File: config.mk
export PLATFORM = sky130hd
export DESIGN_NAME = psum_drain_flat
export DESIGN_NICKNAME = d
export VERILOG_FILES = /design/src/rtl/dmme_pkg.sv /design/src/rtl/psum_drain_if.sv /design/src/rtl/psum_drain_acc_buf.sv /design/src/rtl/psum_drain.sv /design/src/flat_wrapper.sv
export SDC_FILE = /design/constraint.sdc
export NUM_CORES = 1
export LEC_CHECK = 0
export CORE_MARGIN = 2
export CORE_UTILIZATION = 50
export CTS_CLUSTER_SIZE = 14
export DETAILED_ROUTE_END_ITERATION = 8
export PLACE_DENSITY = 0.69
export SLEW_MARGIN = 20
export SYNTH_ARGS = -nofsm -noshare
export SYNTH_HDL_FRONTEND = slang
export SYNTH_HIERARCHICAL = 1
export SYNTH_SLANG_ARGS = --single-unit
File: constraint.sdc
create_clock -name clock -period 5.95 [get_ports clock]
set_clock_uncertainty 0.15 [all_clocks]
set_input_delay 1.4875 -clock clock [delete_from_list [all_inputs] [get_ports clock]]
set_output_delay 1.4875 -clock clock [all_outputs]
set_load 0.02 [all_outputs]
File: src/rtl/dmme_pkg.sv
// Shared definitions for the dmme systolic array: PE modes, data widths and
// the partial-sum drain state encoding.
package dmme_pkg;

   localparam int PSUM_W    = 16;
   localparam int ROWS_DEF  = 4;
   localparam int ACC_W_DEF = 32;

   typedef enum logic [1:0] {
      PE_MODE_IDLE  = 2'd0,
      PE_MODE_LOADW = 2'd1,
      PE_MODE_MAC   = 2'd2,
      PE_MODE_SHIFT = 2'd3
   } pe_mode_e;

   typedef enum logic [1:0] {
      ST_IDLE    = 2'd0,
      ST_COLLECT = 2'd1,
      ST_OUTPUT  = 2'd2
   } drain_state_e;

endpackage

File: src/rtl/psum_drain_if.sv
// Partial-sum drain bus: psum input stream from the bottom PE plus the
// valid/ready result stream and status flags.
interface psum_drain_if #(
   parameter int ROWS  = 4,
   parameter int ACC_W = 32
);
   logic                     psum_vld;
   logic [15:0]              psum_in;
   logic                     first_tile;
   logic                     last_tile;
   logic                     out_valid;
   logic                     out_ready;
   logic [ACC_W-1:0]         out_data;
   logic [$clog2(ROWS)-1:0]  out_idx;
   logic                     busy;
   logic                     err_ovf;

   modport master (
      output psum_vld, psum_in, first_tile, last_tile, out_ready,
      input  out_valid, out_data, out_idx, busy, err_ovf
   );

   modport slave (
      input  psum_vld, psum_in, first_tile, last_tile, out_ready,
      output out_valid, out_data, out_idx, busy, err_ovf
   );
endinterface

File: src/rtl/psum_drain_acc_buf.sv
// Accumulator register file: one write port that either overwrites with the
// sign-extended psum or adds it to the stored value, one combinational read.
module psum_acc_buf
   import dmme_pkg::*;
#(
   parameter int ROWS  = ROWS_DEF,
   parameter int ACC_W = ACC_W_DEF
) (
   input  logic                     clock,
   input  logic                     rst_n,
   input  logic                     wr_en,
   input  logic [$clog2(ROWS)-1:0]  wr_addr,
   input  logic [PSUM_W-1:0]        wr_psum,
   input  logic                     wr_first,
   input  logic [$clog2(ROWS)-1:0]  rd_addr,
   output logic [ACC_W-1:0]         rd_data
);

    logic [ACC_W-1:0] mem [ROWS];
    logic [ACC_W-1:0] ext;

    assign ext     = ACC_W'($signed(wr_psum));
    assign rd_data = mem[rd_addr];

    // Addition wraps modulo 2^ACC_W; no saturation.
    always_ff @(posedge clock or negedge rst_n) begin
        if (!rst_n) begin
            for (int i = 0; i < ROWS; i++) mem[i] <= '0;
        end else if (wr_en) begin
            mem[wr_addr] <= wr_first ? ext : (mem[wr_addr] + ext);
        end
    end

endmodule

File: src/rtl/psum_drain.sv
// Collects ROWS partial sums per drain into the accumulator buffer and, on a
// last-tile drain, streams the accumulated results out over valid/ready.
//
//   state      | meaning
//   ST_IDLE    | waiting for the first psum of a drain
//   ST_COLLECT | writing entries 1..ROWS-1
//   ST_OUTPUT  | streaming acc[rd_idx]; incoming psums are dropped
module psum_drain
   import dmme_pkg::*;
#(
   parameter int ROWS  = ROWS_DEF,
   parameter int ACC_W = ACC_W_DEF
) (
   input  logic          clock,
   input  logic          rst_n,
   psum_drain_if.slave   bus
);

    localparam int                IDX_W    = $clog2(ROWS);
    localparam logic [IDX_W-1:0]  LAST_IDX = IDX_W'(ROWS - 1);

    drain_state_e      state_q, state_d;
    logic [IDX_W-1:0]  cnt_q, cnt_d;
    logic [IDX_W-1:0]  rd_q, rd_d;
    logic              first_q, first_d;
    logic              last_q, last_d;
    logic              ovf_q, ovf_d;
    logic              wr_en, wr_first;
    logic [IDX_W-1:0]  wr_addr;
    logic [ACC_W-1:0]  acc_rd;

    always_ff @(posedge clock or negedge rst_n) begin
        if (!rst_n) begin
            state_q <= ST_IDLE;
            cnt_q   <= '0;
            rd_q    <= '0;
            first_q <= 1'b0;
            last_q  <= 1'b0;
            ovf_q   <= 1'b0;
        end else begin
            state_q <= state_d;
            cnt_q   <= cnt_d;
            rd_q    <= rd_d;
            first_q <= first_d;
            last_q  <= last_d;
            ovf_q   <= ovf_d;
        end
    end

    always_comb begin
        state_d  = state_q;
        cnt_d    = cnt_q;
        rd_d     = rd_q;
        first_d  = first_q;
        last_d   = last_q;
        ovf_d    = ovf_q;
        wr_en    = 1'b0;
        wr_addr  = cnt_q;
        wr_first = first_q;
        case (state_q)
            ST_IDLE: begin
                // Entry 0 uses the live first_tile since the latch lands this edge.
                if (bus.psum_vld) begin
                    wr_en    = 1'b1;
                    wr_addr  = '0;
                    wr_first = bus.first_tile;
                    first_d  = bus.first_tile;
                    last_d   = bus.last_tile;
                    cnt_d    = IDX_W'(1);
                    state_d  = ST_COLLECT;
                end
            end
            ST_COLLECT: begin
                if (bus.psum_vld) begin
                    wr_en = 1'b1;
                    if (cnt_q == LAST_IDX) begin
                        cnt_d   = '0;
                        rd_d    = '0;
                        state_d = last_q ? ST_OUTPUT : ST_IDLE;
                    end else begin
                        cnt_d = cnt_q + IDX_W'(1);
                    end
                end
            end
            ST_OUTPUT: begin
                if (bus.psum_vld) ovf_d = 1'b1;
                if (bus.out_ready) begin
                    if (rd_q == LAST_IDX) begin
                        rd_d    = '0;
                        state_d = ST_IDLE;
                    end else begin
                        rd_d = rd_q + IDX_W'(1);
                    end
                end
            end
            default: state_d = ST_IDLE;
        endcase
    end

    psum_acc_buf #(
        .ROWS  (ROWS),
        .ACC_W (ACC_W)
    ) u_buf (
        .clock    (clock),
        .rst_n    (rst_n),
        .wr_en    (wr_en),
        .wr_addr  (wr_addr),
        .wr_psum  (bus.psum_in),
        .wr_first (wr_first),
        .rd_addr  (rd_q),
        .rd_data  (acc_rd)
    );

    assign bus.out_valid = (state_q == ST_OUTPUT);
    assign bus.out_data  = bus.out_valid ? acc_rd : '0;
    assign bus.out_idx   = bus.out_valid ? rd_q : '0;
    assign bus.busy      = (state_q != ST_IDLE);
    assign bus.err_ovf   = ovf_q;

endmodule

File: src/flat_wrapper.sv
// flat-port wrapper written by rule: the top's interface ports become plain ports
module psum_drain_flat import dmme_pkg::*;
#(
   parameter int ROWS  = ROWS_DEF,
   parameter int ACC_W = ACC_W_DEF
)
  (clock, rst_n, bus_psum_vld, bus_psum_in, bus_first_tile, bus_last_tile, bus_out_ready, bus_out_valid, bus_out_data, bus_out_idx, bus_busy, bus_err_ovf);
  psum_drain_if #(.ROWS(ROWS), .ACC_W(ACC_W)) bus_i ();
  input  logic clock;
  input  logic rst_n;
  input wire logic [$bits(bus_i.psum_vld)-1:0] bus_psum_vld;
  input wire logic [$bits(bus_i.psum_in)-1:0] bus_psum_in;
  input wire logic [$bits(bus_i.first_tile)-1:0] bus_first_tile;
  input wire logic [$bits(bus_i.last_tile)-1:0] bus_last_tile;
  input wire logic [$bits(bus_i.out_ready)-1:0] bus_out_ready;
  output wire logic [$bits(bus_i.out_valid)-1:0] bus_out_valid;
  output wire logic [$bits(bus_i.out_data)-1:0] bus_out_data;
  output wire logic [$bits(bus_i.out_idx)-1:0] bus_out_idx;
  output wire logic [$bits(bus_i.busy)-1:0] bus_busy;
  output wire logic [$bits(bus_i.err_ovf)-1:0] bus_err_ovf;
  assign bus_i.psum_vld = bus_psum_vld;
  assign bus_i.psum_in = bus_psum_in;
  assign bus_i.first_tile = bus_first_tile;
  assign bus_i.last_tile = bus_last_tile;
  assign bus_i.out_ready = bus_out_ready;
  assign bus_out_valid = bus_i.out_valid;
  assign bus_out_data = bus_i.out_data;
  assign bus_out_idx = bus_i.out_idx;
  assign bus_busy = bus_i.busy;
  assign bus_err_ovf = bus_i.err_ovf;
  psum_drain #(.ROWS(ROWS), .ACC_W(ACC_W)) u_core (.clock(clock), .rst_n(rst_n), .bus(bus_i));
endmodule
-- Word-level counts from Yosys, hierarchy flattened
Cells that the tools add are included.
- bits in registers: 137
- input bits: 22
- logic and storage cells: 71
- add/subtract/negate cells: 3
- magnitude comparators: 3
- equality and inequality tests: 9
- mux-type cells: 33
- bitwise gates (word level): 2
- reductions and logical operators: 11
- operators with widths (cell ; count):
    $mux W32 ; 7
    $bmux W32 S2 ; 2
    $bwmux W128 ; 1
    $demux W32 S2 ; 1
    $add A32 B32 Y32 ; 1
    $mux W2 ; 15
    $ne A2 B2 Y1 const B ; 4
    $pmux W2 S2 ; 2
    $eq A2 B2 Y1 const B ; 3
    $ge A3 B3 Y1 const B ; 2
    $not A2 Y3 ; 2
    $pmux W2 S3 ; 1
    $reduce_bool A2 Y1 ; 3
    $reduce_and A5 Y1 ; 1
    $add A2 B1 Y2 const B ; 2
    $mux W1 ; 4
    $reduce_and A2 Y1 ; 2
    $reduce_and A4 Y1 ; 1
    $lt A3 B1 Y1 const B ; 1
    $reduce_and A3 Y1 ; 1
    $eq A2 B1 Y1 const B ; 1
    $logic_not A2 Y1 ; 1
    $ne A2 B1 Y1 const B ; 1
    $reduce_or A2 Y1 ; 1
    $logic_and A1 B1 Y1 ; 1

-- Logic depth before layout (Yosys ltp)
Gate-level depths: netlist of run 1.
- word-level depth: 9
- mapped depth: 16
- gate-level depth less buffers: 14

-- Hierarchy
The synthesis of run 1 kept the hierarchy.
- modules (own cells, without submodules) (module ; times used ; cells each ; area an instance (um^2)):
    psum_acc_buf ; 1 ; 820 ; 8245.4
    psum_drain ; 1 ; 80 ; 704.4

-- Worst setup path after synthesis of run 1
OpenSTA, ideal clock, no wires.
- path kind: input to register
- from: input port bus_psum_vld
- to: register u_core/u_buf/mem[127] (netlist name)
- arrival: 5.444 ns
- required time: 5.663 ns
- setup slack: 0.219 ns
- stages on the path: 15
- buffers on the path: 2
- cell sequence: nand2b_4 -> nor2_1 -> nor2b_1 -> buf_1 -> buf_1 -> mux4_2 -> ha_1 -> a211o_1 -> a2111oi_2 -> nor2_1 -> a2111o_1 -> and3_1 -> a311oi_2 -> xor2_1 -> o21ai_0
- longest elaborated chain between the ends: 9
- elaborated cells on any way between the ends: 18
- those cells by class: add/sub (1); order compare (2); mux (13); bitwise (1); reduce/logical (1)
- RTL lines (what ; line ; text):
    start, declared ; flat_wrapper.sv:11 ; input wire logic [$bits(bus_i.psum_vld)-1:0] bus_psum_vld;
    $mux W2 (*) ; psum_drain.sv:63 ; if (bus.psum_vld) begin
    $mux W2 (*) ; psum_drain.sv:60 ; case (state_q)
    via u_core.wr_addr[0] ; psum_drain.sv:29 ; logic [IDX_W-1:0] wr_addr;
    $not A2 Y3 (*) ; psum_drain_acc_buf.sv:30 ; mem[wr_addr] <= wr_first ? ext : (mem[wr_addr] + ext);
    $bmux W32 S2 ; psum_drain_acc_buf.sv:30 ;
    $mux W32 (not written as such) (2 in a row) ; psum_drain_acc_buf.sv:30 ;
    $add A32 B32 Y32 ; psum_drain_acc_buf.sv:30 ;
    $mux W32 ; psum_drain_acc_buf.sv:30 ;
    $bwmux W128 (*) ; psum_drain_acc_buf.sv:30 ;
    end signal, assigned by index ; psum_drain_acc_buf.sv:30 ;
    end, declared ; psum_drain_acc_buf.sv:19 ; logic [ACC_W-1:0] mem [ROWS];
The timed path passes the listed nets; every way through them passes the cells marked *. The select of a mux whose other input is x is not followed.
A chain may end at the register's enable or synchronous reset.

-- Final worst setup path of run 1
Same ends and word-level chain as after synthesis.

==> out/metrics.yaml, run 1 <==
outcome:
  status: "finished clean"
sta:
  whs_ns: 0.311
  slew_violations: 0
  rsz0062_at_grt: "no"
  final_hold_viol_count: 0
  worst_pin_slew_ns: 0.978
  timing.fmax_mhz: 186
  relSlewSlack_pct: 34.7
  fin_crit_sh_pct: 90.1
  setup_viol: 0
  fin_tns_setup_ns: 0
  finalCriticalPeriod_ns: 5.36
hold_path:
  hold_class: "reg2reg"
detailed_routing:
  vias_per_cell: 6.02
  antenna_left: 0
  drt_first_pass_iters: 5
  drt_iter0_markers: 679
  wirelength_mm: 22.0
  wl_per_cell_um: 18.6
  drc: 0
  via_count: 7133
worst_setup_path:
  crit_slowest_cell: "mux4_2"
  r2r-end: "u_core/u_buf/mem[127]"
  worstSetupStartpointType: "primary input"
  worst_setup_path_end_kind: "register"
  cp_data_required_time_ns: 6.08
  cp_max_fo: 24
  worstSetupPathDepth: 15
  critical_path.top_delay_family: "compound AO/OA/AOI/OAI gates"
  crit_path_start: "bus_psum_vld"
  reg2regPathDepth: 13
  endpoint: "u_core/u_buf/mem[127]"
  path_cells: "clkdlybuf4s50_1 > nand2b_4 > nor2_1 > nor2b_4 > buf_12 > mux4_2 > ha_1 > a211o_1 > a2111oi_2 > nor2_1 > a2111o_1 > and3_1 > a311oi_2 > xor2_1 > o21ai_0"
  max_stage_delay_ns: 0.54
  critPathKind: "in2reg"
  rr_startpoint: "u_core/state_q[0]"
  worstPathArrival_ns: 5.50
  path_buf_inv: 2
  rrSetupSlack_ns: 1.52
  cp_common_cell: "nor2_1"
cts:
  cts_resized: 0
  clockBufferDepth: 2
  cts_hold_buf: 0
  h-tree-depth: 4
  clk-insertion-delay-late_ns: 0.43
  root_buffer: "clkbuf_16"
  cts_buffers: 17
  cts_sinks: 137
  postCtsSetupRepairBufs: 0
  clk_pin_slew_worst_paths_ns: 0.06
  cts_tree: "yes"
yosys:
  syn_inst: 900
  synth_xor_area_share_pct: 2.25
  synth.net_count: 956
  ys_seq_area_share_pct: 38.3
  ys.flop_type: "dfrtp_1"
  syn_avg_cell_area_um2: 9.94
  ys_warn_count: 6
  syn_area_mm2: 0.00895
  synth_fa_ha_area_share_pct: 4.84
  synthSimpleGateAreaFrac_pct: 14.6
  synth_area_leaders: "dfrtp_1, mux4_2, o21ai_0"
  yosysTopAreaCell: "dfrtp_1"
  yosysUniqueCellTypes: 63
  synth_top_family_by_area: "multiplexers"
  synth_compound_area_share_pct: 17.7
  synth-edff-count: 0
  synth-seq-cells: 137
  synthMuxAreaShare_pct: 18.3
  async_reset_ff_share_pct: 100
  yosys.area.top_type_share_pct: 38.3
  yosysMostFrequentCell: "nand2_1"
  synth_commonest_cells: "nand2_1, dfrtp_1, o21ai_0, mux4_2, a21oi_1"
flow_run:
  drv_cap: 0
layout:
  area_growth_pct: 16.2
  final_nets: 1003
  fill_cells: 1499
  n_antenna_cell: 0
  final_util_pct: 59.7
  stdcell_area_mm2: 0.0104
  drive_above_1_share_pct: 16.3
floorplanning:
  placement_rows: 48
  dieArea_mm2: 0.0190
  core_area_mm2: 0.0174
  die_w_um: 138
  die_h_um: 138
  ios: 59
  start_util_pct: 51.4
global_routing:
  antenna_found_initial: 0
  grt_pass1_vias: 6966
  grt_usage_pct: 25.0
  overflow: 0
  grt_max_degree: 94
  grt_pass1_wl_mm: 36.5
placed_design:
  dpl_cell_area_mm2: 0.00978
  port_buffers: 58
  dpl.hpwl_mm: 15.1
  gp_congestion: 0.924
power_and_ir_drop:
  powerDensity_mw_per_mm2: 685
  p_leak_nw: 4.44
  ir_drop_mv: 0.356
==> cell type report <==
cell class	count	area [um2]	area share, %
flip-flops and latches	137	3430	33.0
clock buffers	17	425	4.09
well taps	225	282	2.71
multi-input cells	691	5190	49.9
repair buffers	90	847	8.14
inverters	10	37.5	0.361
clock inverters	15	191	1.84
==> metrics by stage <==
stage                     total power [W]  cells  setup WS [ns]
after floorplan                   0.00488    900          0.219
after global placement            0.00588   1153          0.174
after detailed placement          0.00596   1153          0.144
after CTS                         0.00712   1185          0.580
after global routing              0.00771   1185          0.343
final                             0.00712   1185          0.587
==> metal layers <==
metal | track usage [%] | share of wire (%) | vias up
li1 | - | - | 3388
met2 | 39.9 | 49 | 173
met4 | 6.63 | 0.89 | 0
met1 | 35.2 | 46 | 3557
met5 | 0 | 0 | -
met3 | 4.86 | 4.2 | 15
==> state kept, by name, summed over array words and instances, names as in the netlist <==
register,flops
u_core/u_buf/mem,128
u_core/cnt_q,2
u_core/rd_q,2
u_core/state_q,2
u_core/bus.err_ovf,1
u_core/first_q,1
u_core/last_q,1
==> worst min path at each step <==
stage                  startpoint            endpoint  cells past startpoint
2_1_floorplan     u_core/cnt_q[1]     u_core/cnt_q[1]                      2
3_3_place_gp   u_core/bus.err_ovf  u_core/bus.err_ovf                      1
3_5_place_dp   u_core/bus.err_ovf  u_core/bus.err_ovf                      1
4_1_cts        u_core/bus.err_ovf  u_core/bus.err_ovf                      1
5_1_grt        u_core/bus.err_ovf  u_core/bus.err_ovf                      1
6_report       u_core/bus.err_ovf  u_core/bus.err_ovf                      1
==> cells by family (layout without fill, tap and decap cells) <==
logic type / after synthesis / after routing
flip-flops: 137 / 137
multiplexers: 83 / 83
buffers and inverters: 72 / 132
AO/OA/AOI/OAI: 269 / 269
XOR/XNOR: 23 / 23
adder cells (fa/ha/maj): 34 / 34
AND/OR/NAND/NOR: 282 / 282
==> cell usage in the layout (no fill, tap or decap), types with 30 or more instances in the layout <==
| master | netlist | final |
|---|---|---|
| a21oi_1 | 55 | 55 |
| mux4_2 | 64 | 64 |
| nor2_1 | 36 | 36 |
| buf_4 | 2 | 30 |
| clkdlybuf4s50_1 | 0 | 57 |
| o21ai_0 | 135 | 135 |
| dfrtp_1 | 137 | 136 |
| and2_1 | 36 | 36 |
| nand2_1 | 154 | 154 |
| ha_1 | 33 | 33 |
==> report_power, final <==
part | switching, W | internal (W) | total, W
registers | 0.000369 | 0.00137 | 0.00174
logic | 0.00234 | 0.00192 | 0.00427
clock network | 0.000446 | 0.000667 | 0.00111
(Power assumes the default switching activity.)
==> run 2: changes to the inputs <==
- CELL_PAD_IN_SITES_DETAIL_PLACEMENT: unset -> 1
- CELL_PAD_IN_SITES_GLOBAL_PLACEMENT: unset -> 1
- CORE_UTILIZATION: 50 -> 47
- PLACE_DENSITY: 0.69 -> unset
- PLACE_DENSITY_LB_ADDON: unset -> 0.1
==> out/metrics.yaml, run 2 (same netlist as run 1, synthesis figures left out) <==
detailed_routing:
  vias_per_cell: 6.22  # +3.3%
  wirelength_mm: 26.3  # +20%
  antenna_left: 0  # unchanged
  drt_first_pass_iters: 4  # -1
  drt_iter0_markers: 358  # -47%
  wl_per_cell_um: 22.0  # +19%
  via_count: 7434  # +4.2%
  drc: 0  # unchanged
sta:
  timing.fmax_mhz: 182  # -2.2%
  final_hold_viol_count: 0  # unchanged
  fin_crit_sh_pct: 92.2  # +2.1 points
  relSlewSlack_pct: 29.8  # -4.9 points
  slew_violations: 0  # unchanged
  setup_viol: 0  # unchanged
  rsz0062_at_grt: "no"
  worst_pin_slew_ns: 1.05  # +0.0735 ns
  fin_tns_setup_ns: 0  # unchanged
  finalCriticalPeriod_ns: 5.48  # +0.122 ns
layout:
  regMostFlops: "u_core/u_buf/mem"
  stdcell_area_mm2: 0.0104  # -0.14%
  layout_commonest_cell: "nand2_1"
  final_nets: 1004  # +0.10%
  largest_register_ffs: 128  # unchanged
  drive_above_1_share_pct: 16.3  # +0.087 points
  final_cell_mix: "nand2_1, dfrtp_1, o21ai_0"
  multiInputGateArea_mm2: 0.00519  # unchanged
  layout.cells.non_filler: 1195  # +0.84%
  fill_cells: 2034  # +36%
  n_antenna_cell: 0  # unchanged
  area_growth_pct: 16.0
  seqCellArea_mm2: 0.00343  # unchanged
  final_util_pct: 55.5  # -4.2 points
floorplanning:
  die_h_um: 142  # +3.1%
  placement_rows: 50  # +4.2%
  dieArea_mm2: 0.0202  # +6.2%
  die_w_um: 142  # +3.1%
  start_util_pct: 47.8  # -3.5 points
  ios: 59  # unchanged
  core_area_mm2: 0.0187  # +7.4%
global_routing:
  overflow: 0  # unchanged
  grt_usage_pct: 27.8  # +2.9 points
  grt_max_degree: 89  # -5.3%
  grt_pass1_vias: 8058  # +16%
  grt_pass1_wl_mm: 43.6  # +20%
  antenna_found_initial: 0  # unchanged
worst_setup_path:
  worstPathArrival_ns: 5.61  # +0.11 ns
  critPathKind: "in2reg"
  worstSetupStartpointType: "primary input"
  cp_data_required_time_ns: 6.07  # about the same
  cp_max_fo: 18  # -25%
  worst_setup_path_end_kind: "register"
cts:
  cts_hold_buf: 0  # unchanged
  clk_pin_slew_worst_paths_ns: 0.06  # about the same
  clockBufferDepth: 2  # unchanged
  cts_buffers: 17  # unchanged
  cts_sinks: 137  # unchanged
  clk-insertion-delay-late_ns: 0.43  # about the same
  cts_tree: "yes"
  root_buffer: "clkbuf_16"
  postCtsSetupRepairBufs: 0  # unchanged
  h-tree-depth: 4  # unchanged
  cts_resized: 0  # unchanged
placed_design:
  placed_cells: 1163  # +0.87%
  dpl.hpwl_mm: 18.3  # +21%
  dpl_cell_area_mm2: 0.00981  # +0.32%
  port_buffers: 58  # unchanged
  gp_congestion: 0.931  # +0.73%
outcome:
  status: "finished clean"
flow_run:
  drv_cap: 0  # unchanged
power_and_ir_drop:
  p_leak_nw: 4.43  # -0.17%
  ir_drop_mv: 0.316  # -11%
  powerDensity_mw_per_mm2: 701  # +2.4%
hold_path:
  hold_class: "reg2reg"
-- run 2: stage by stage --
step / hold WS (ns) / power [W] / setup WS [ns]
after global routing: 0.357 / 0.00787 / 0.206
after CTS: 0.319 / 0.00727 / 0.450
after detailed placement: 0.305 / 0.00617 / 0.0115
final: 0.317 / 0.00728 / 0.465
after floorplan: 0.304 / 0.00488 / 0.219
after global placement: 0.295 / 0.00595 / 0.180
-- run 2: where the power goes --
group	leakage, nW	switching, W	internal (W)	total, W
Clock	0.268	0.000435	0.000598	0.00103
Combinational	2.46	0.00254	0.00194	0.00448
Sequential	1.70	0.000389	0.00137	0.00176
Total	4.43	0.00337	0.00391	0.00728
-- run 2: layout make-up --
| type | instances | area share, % |
|---|---|---|
| multi-input combinational | 691 | 50.0 |
| timing repair buffer | 91 | 8.35 |
| sequential | 137 | 33.0 |
| clock buffer | 19 | 4.36 |
| clock inverter | 13 | 1.13 |
| inverter | 10 | 0.361 |
| tap | 234 | 2.82 |
-- run 2: routing by layer --
layer | vias to the layer above | global-route usage (%) | part of all wire [%]
li1 | 3387 | - | -
met1 | 3858 | 38.0 | 46
met2 | 153 | 46.1 | 48
met3 | 36 | 4.34 | 3.5
met4 | 0 | 8.63 | 1.7
met5 | - | 0 | 0
-- run 2: critical path, stage by stage --
cell             delay (ns)
clkdlybuf4s50_1        0.47
nand2b_4               0.11
nor2_1                 0.08
nor2b_4                0.30
buf_12                 0.22
mux4_2                 0.57
ha_1                   0.31
a211o_1                0.30
a2111oi_2              0.35
nor2_1                 0.14
a2111o_1               0.41
and3_1                 0.19
a311oi_2               0.26
xor2_1                 0.28
o21ai_0                0.13
-- run 2: worst paths after layout --
| path | startpoint | to | slack (ns) | cells past startpoint |
|---|---|---|---|---|
| max | bus_psum_vld | u_core/u_buf/mem[63] | 0.47 | 15 |
| max in group asynchronous | rst_n | u_core/u_buf/mem[32] | 3.45 | 2 |
| min | u_core/bus.err_ovf | u_core/bus.err_ovf | 0.32 | 1 |
| min reg2reg | u_core/bus.err_ovf | u_core/bus.err_ovf | 0.32 | 1 |
| min in group asynchronous | rst_n | u_core/bus.err_ovf | 0.98 | 1 |
| max reg2reg | u_core/state_q[0] | u_core/u_buf/mem[63] | 1.40 | 13 |
